==> config.mk <==
export PLATFORM = sky130hd
export DESIGN_NAME = pc_fetch_ctrl
export DESIGN_NICKNAME = d
export VERILOG_FILES = /design/src/rtl/pc_fetch_ctrl.sv
export SDC_FILE = /design/constraint.sdc
export NUM_CORES = 1
export LEC_CHECK = 0
export CORE_MARGIN = 5
export CORE_UTILIZATION = 57
export CTS_CLUSTER_SIZE = 25
export DETAILED_ROUTE_END_ITERATION = 16
export DONT_BUFFER_PORTS = 1
export MAX_ROUTING_LAYER = met4
export PLACE_DENSITY_LB_ADDON = 0.1
export SYNTH_ARGS = -nofsm -noshare
export SYNTH_HDL_FRONTEND = slang
export SYNTH_SLANG_ARGS = --single-unit
==> constraint.sdc <==
create_clock -name clk -period 2 [get_ports clk]
set_input_delay 0.4 -clock clk [delete_from_list [all_inputs] [get_ports clk]]
set_output_delay 0.4 -clock clk [all_outputs]
set_load 0.005 [all_outputs]
==> src/rtl/pc_fetch_ctrl.sv <==
// Program-counter / fetch-control stage: run/halt sequencing and next-PC select (inc / abs / rel branch).
// Latency: one register; the decision taken in cycle N appears on pc/running/done in cycle N+1.
// Backpressure: stall=1 in RUN freezes the PC and suppresses branches; optional counter via PC_BR_COUNT_EN.
module pc_fetch_ctrl #(
    parameter int D  = 10,
    parameter int CW = 16
) (
    input  logic         clk,
    input  logic         reset,
    input  logic         start,
    input  logic         halt,
    input  logic         stall,
    input  logic         branch_en,
    input  logic         branch_rel,
    input  logic [D-1:0] br_target,
    output logic [D-1:0] pc,
    output logic         running,
`ifdef PC_BR_COUNT_EN
    output logic         done,
    output logic [CW-1:0] br_count
`else
    output logic         done
`endif
);

    typedef enum logic [1:0] {
        ST_IDLE = 2'd0,
        ST_RUN  = 2'd1,
        ST_HALT = 2'd2
    } state_t;

    localparam logic [D-1:0] PC_ONE = D'(1);

    state_t       state_q, state_d;
    logic [D-1:0] pc_q, pc_d;
    logic         running_q, running_d;
    logic         done_q, done_d;

    // Next-state and next-PC selection; priority in RUN is halt > stall > branch > increment.
    always_comb begin
        state_d = state_q;
        pc_d    = pc_q;
        case (state_q)
            ST_IDLE: begin
                pc_d = '0;
                if (start) begin
                    state_d = ST_RUN;
                end
            end
            ST_RUN: begin
                if (halt) begin
                    state_d = ST_HALT;
                end else if (stall) begin
                    pc_d = pc_q;
                end else if (branch_en) begin
                    pc_d = branch_rel ? (pc_q + br_target) : br_target;
                end else begin
                    pc_d = pc_q + PC_ONE;
                end
            end
            ST_HALT: begin
                if (start) begin
                    state_d = ST_RUN;
                    pc_d    = '0;
                end
            end
            default: begin
                state_d = ST_IDLE;
                pc_d    = '0;
            end
        endcase
        running_d = (state_d == ST_RUN);
        done_d    = (state_d == ST_HALT);
    end

    // State, PC and status flops; reset is synchronous and overrides every other input.
    always_ff @(posedge clk) begin
        if (!reset) begin
            state_q   <= ST_IDLE;
            pc_q      <= '0;
            running_q <= 1'b0;
            done_q    <= 1'b0;
        end else begin
            state_q   <= state_d;
            pc_q      <= pc_d;
            running_q <= running_d;
            done_q    <= done_d;
        end
    end

    assign pc      = pc_q;
    assign running = running_q;
    assign done    = done_q;

`ifdef PC_BR_COUNT_EN
    localparam logic [CW-1:0] CNT_ONE = CW'(1);

    logic [CW-1:0] br_cnt_q, br_cnt_d;

    // Taken-branch counter: cleared by an accepted start, saturates at all-ones.
    always_comb begin
        br_cnt_d = br_cnt_q;
        if ((state_q == ST_IDLE || state_q == ST_HALT) && start) begin
            br_cnt_d = '0;
        end else if (state_q == ST_RUN && !halt && !stall && branch_en && (br_cnt_q != '1)) begin
            br_cnt_d = br_cnt_q + CNT_ONE;
        end
    end

    // Counter register, cleared by reset.
    always_ff @(posedge clk) begin
        if (!reset) begin
            br_cnt_q <= '0;
        end else begin
            br_cnt_q <= br_cnt_d;
        end
    end

    assign br_count = br_cnt_q;
`endif

endmodule

* Word level (Yosys, flattened, before mapping) *
Index checks and enable logic that the tools add are counted.

word-level totals
  flip-flop bits (word level) = 14
  latch bits = 0
  RAM bits = 0
  memory bits (read-only) = 0
  output and inout bits = 12
  word-level logic and storage cells = 25
  memories = 0

operators by class
  add/subtract/negate cells = 2
  $mul = 0
  div/mod/pow operators = 0
  magnitude comparators = 0
  equal/unequal tests = 7
  shifts and indexed selects = 0
  muxes and demuxes = 9
  bitwise operators = 0
  reductions and logical operators = 3

operator list
  operator                                                         count
  10-bit 2-to-1 mux                                                5
  10-bit one-hot mux with 2 select lines                           1
  10-bit by 1-bit adder with 10-bit output, second input constant  1
  10-bit adder                                                     1
  2-bit != test, second input constant                             3
  2-bit by 1-bit == test with 1-bit output, second input constant  2
  2-bit == test, second input constant                             2
  2-bit 2-to-1 mux                                                 2
  2-bit one-hot mux with 2 select lines                            1
  3-bit AND reduction                                              1
  2-bit logical NOT                                                1
  2-bit OR reduction                                               1

* Logic depth before layout (Yosys ltp) *
Gate-level depths: netlist of the first run.

  depth in word-level cells = 6
  depth in mapped cells = 9

* Worst setup path before layout of the first run *
OpenSTA, ideal clock, no wires.

  kind = flip-flop to flip-flop
  from = register pc_q[0], in the netlist pc[0]
  to = register pc_q[6], in the netlist pc[6]
  library setup time = 122 ps
  arrival = 1939 ps
  path slack = -61 ps
  stages on the path, launching flop included = 10
  path buffers = 0
  path through = dfxtp_1 ha_1 inv_1 fa_1 nor2b_1 o31a_1 o21a_1 nor2_2 xnor2_1 o311a_1

between the ends
  cells in the longest elaborated chain, start to end = 6
  elaborated cells between the ends (all ways) = 7

RTL lines
  item                                      RTL line  source
  from (decl)                               35        logic [D-1:0] pc_q, pc_d;
  from (signal assigned)                    85        pc_q <= pc_d;
  10-bit adder                              56        pc_d = branch_rel ? (pc_q + br_target) : br_target;
  10-bit 2-to-1 mux                         56
  10-bit 2-to-1 mux *                       55        end else if (branch_en) begin
  10-bit 2-to-1 mux *                       53        end else if (stall) begin
  10-bit 2-to-1 mux *                       51        if (halt) begin
  10-bit one-hot mux with 2 select lines *  43        case (state_q)

Every way passes the cells marked *; elsewhere a longest branch is shown, timed or not. The select of a mux whose other input is x is not followed.
A chain may end at the register's enable or synchronous reset.

* Final worst setup path of the first run *
Ends and elaborated chain as after synthesis.

==> results of run 1 <==
## stage by stage
step / hold slack (ps) / util / setup slack (ps)
floorplan: 506 / - / 30.4
global placement: 506 / 0.655 / -5.15
detailed placement: 513 / 0.655 / -33.6
CTS: 207 / 0.672 / 30.4
global route: 198 / 0.699 / -68.3
finish: 202 / 0.699 / 31.8
## worst max-delay path: stages, from the launching register on
cell	delay [ps]
dfxtp_2	360
ha_4	130
inv_2	40
fa_2	370
nor2b_2	150
o31a_1	220
o21a_1	160
nor2_2	40
xnor2_1	130
o311a_1	280
## layer usage
layer  GRT usage  up-vias
li1            -      694
met1       0.286      642
met2       0.352       59
met3      0.0395        5
met4      0.0777        0
met5           -        -
## sequential cells by signal (all words and copies together), names as in the netlist
register	flops
state_q	2
done	1
pc	10
running	1
## cells in the final DEF (no fill, tap or decap), types with 3 or more instances in the layout
master / Yosys / layout
buf_4: 0 / 16
xnor2_1: 4 / 3
o21ai_1: 9 / 8
nand2_1: 18 / 18
nand3_1: 4 / 4
o21ai_0: 12 / 12
nor2_1: 17 / 17
a21oi_1: 11 / 11
dfxtp_1: 14 / 12
o21a_1: 5 / 5
mux2i_1: 4 / 4
and2_1: 6 / 6
clkbuf_4: 0 / 3
a21boi_1: 4 / 4
o211ai_1: 3 / 3
inv_1: 9 / 8
ha_1: 10 / 7
a31oi_1: 4 / 4
nor3_1: 6 / 6
## area by class of cell
type	instances	area (sq um)
well taps	28	35.0
repair buffers	16	120
fillers	190	673
clock buffers	4	36.3
flip-flops and latches	14	283
multi-input cells	152	1050
inverters	10	37.5
## worst paths after layout
kind,start,to,cells after the start
max,pc[0],pc[6],9
min,branch_en,pc[3],1
max reg2reg,pc[0],pc[6],9
min reg2reg,pc[8],pc[8],3
## where the power goes
group          internal (W)  total (W)  switching, W  leakage, nW
Sequential         0.000288   0.000295    0.00000663        0.115
Combinational     0.0000733   0.000157     0.0000841        0.506
Clock              0.000111   0.000214      0.000104       0.0210
## timing repair
| item | CTS | global route |
|---|---|---|
| endpoints found under the setup margin | 0 | 4 |
| hold buffers | 0 | 0 |
| setup buffers | 0 | 2 |
| resized for setup | 0 | 10 |
## cells by family (layout without fill, tap and decap cells)
| kind of cell | count (synthesis) | after routing | share of synthesized area |
|---|---|---|---|
| AND/OR/NAND/NOR | 66 | 66 | 0.243 |
| AO/OA/AOI/OAI | 64 | 64 | 0.315 |
| adder cells (fa/ha/maj) | 11 | 11 | 0.107 |
| multiplexers | 5 | 5 | 0.0379 |
| XOR/XNOR | 6 | 6 | 0.0388 |
| buffers and inverters | 16 | 30 | 0.0517 |
| flip-flops | 14 | 14 | 0.207 |
==> flow_summary.ini, run 1 <==
[status]
outcome = finished clean

[global_route]
grt_pass1_wl_mm = 5.92
first_global_vias = 1289
grt_max_degree = 22
antenna_found_initial = 0
overflow = 0
grt_usage = 0.223

[clocking]
cts_htree_levels = 1
insertion_delay_ps = 290
cts_sinks = 14
numCtsBuffers = 3
cts_tree = done
cts.reportedPaths.clkPinSlew_ps = 90
root_buffer = clkbuf_4
clock_path_buffers = 2

[routing]
wl_per_cell_um = 15.8
drt_iter0_drc = 107
totalWireLength_mm = 3.55
vias = 1400
wl_met1_mm = 1.50
dr.max_layer_used = met4
route.met2.wl_mm = 1.72
dr.pass1.iters = 4
antenna_left = 0
wl_met3_um = 300
drc = 0
routed_via_density = 6.25

[power]
p_leak_nw = 0.642
powerDensity_nw_per_um2 = 427
max-vdd-ir-drop_mv = 0.402
total_power_w = 0.000667

[min_path]
hold_class = in2reg

[synthesis]
synth_edf_count = 0
yosysTopAreaCell = dfxtp_1
synth_cell_types = 46
ys_seq_elements = 14
synth_top_cell_area_share = 0.207
yosysMostFrequentCell = nand2_1
synthTopCellsByArea = dfxtp_1, ha_1, nand2_1
async_flop_share = 0
synth.avg_cell_area_sq_um = 7.45
syn-cell-area_sq_um = 1360
seq_area_frac_synth = 0.207
synthCells = 182
yosysWarnings = 0
synth_ff_type = dfxtp_1
netlist_top_cells_count = nand2_1, nor2_1, dfxtp_1
syn_nets = 210

[worst_setup_path]
crit_type = reg2reg
cp.arrival_ps = 2150
crit_fanout = 3
start_kind = register
worstPathRequired_ps = 2180
critical_path.endpoint_type = register
reg2reg_slack_ps = 30

[sta]
slew_violations = 0
relSlewSlack = 0.751
fmax_mhz = 508
rsz0062_at_grt = yes
setup_viol = 0
max_slew.worst_pin.slew_ps = 373
hold_violations = 0
finClkSkew_ps = 4.06
fin_setup_tns_ps = 0
final.period_utilization = 0.984
min_period_ps = 1970

[die]
fp-row-count = 17
die_area_sq_um = 3450
die_y_um = 58.8
start_util = 0.607
ios = 29
fp.dieW_um = 58.8
coreArea_sq_um = 2230

[job]
max_cap_viol_count = 0

[cells_and_area]
final_cells = 224
diodes = 0
fin_area_sq_um = 1560
syn2layout_area_growth_pct = 15.1
drive_gt1_frac = 0.204
nets = 225

[placement]
io_buffer_count = 0
globalplace.congestion = 1.01
placed_cells = 218
hpwl_mm = 2.73
placed_area_sq_um = 1460
No activity file was read; power rests on OpenSTA's default activity.
==> run 2, diff against run 1 <==
Settings changed: HOLD_SLACK_MARGIN set to 0.06.
==> results of run 2 <==
The final DEF is identical to that of run 1; final timing and power are the same.
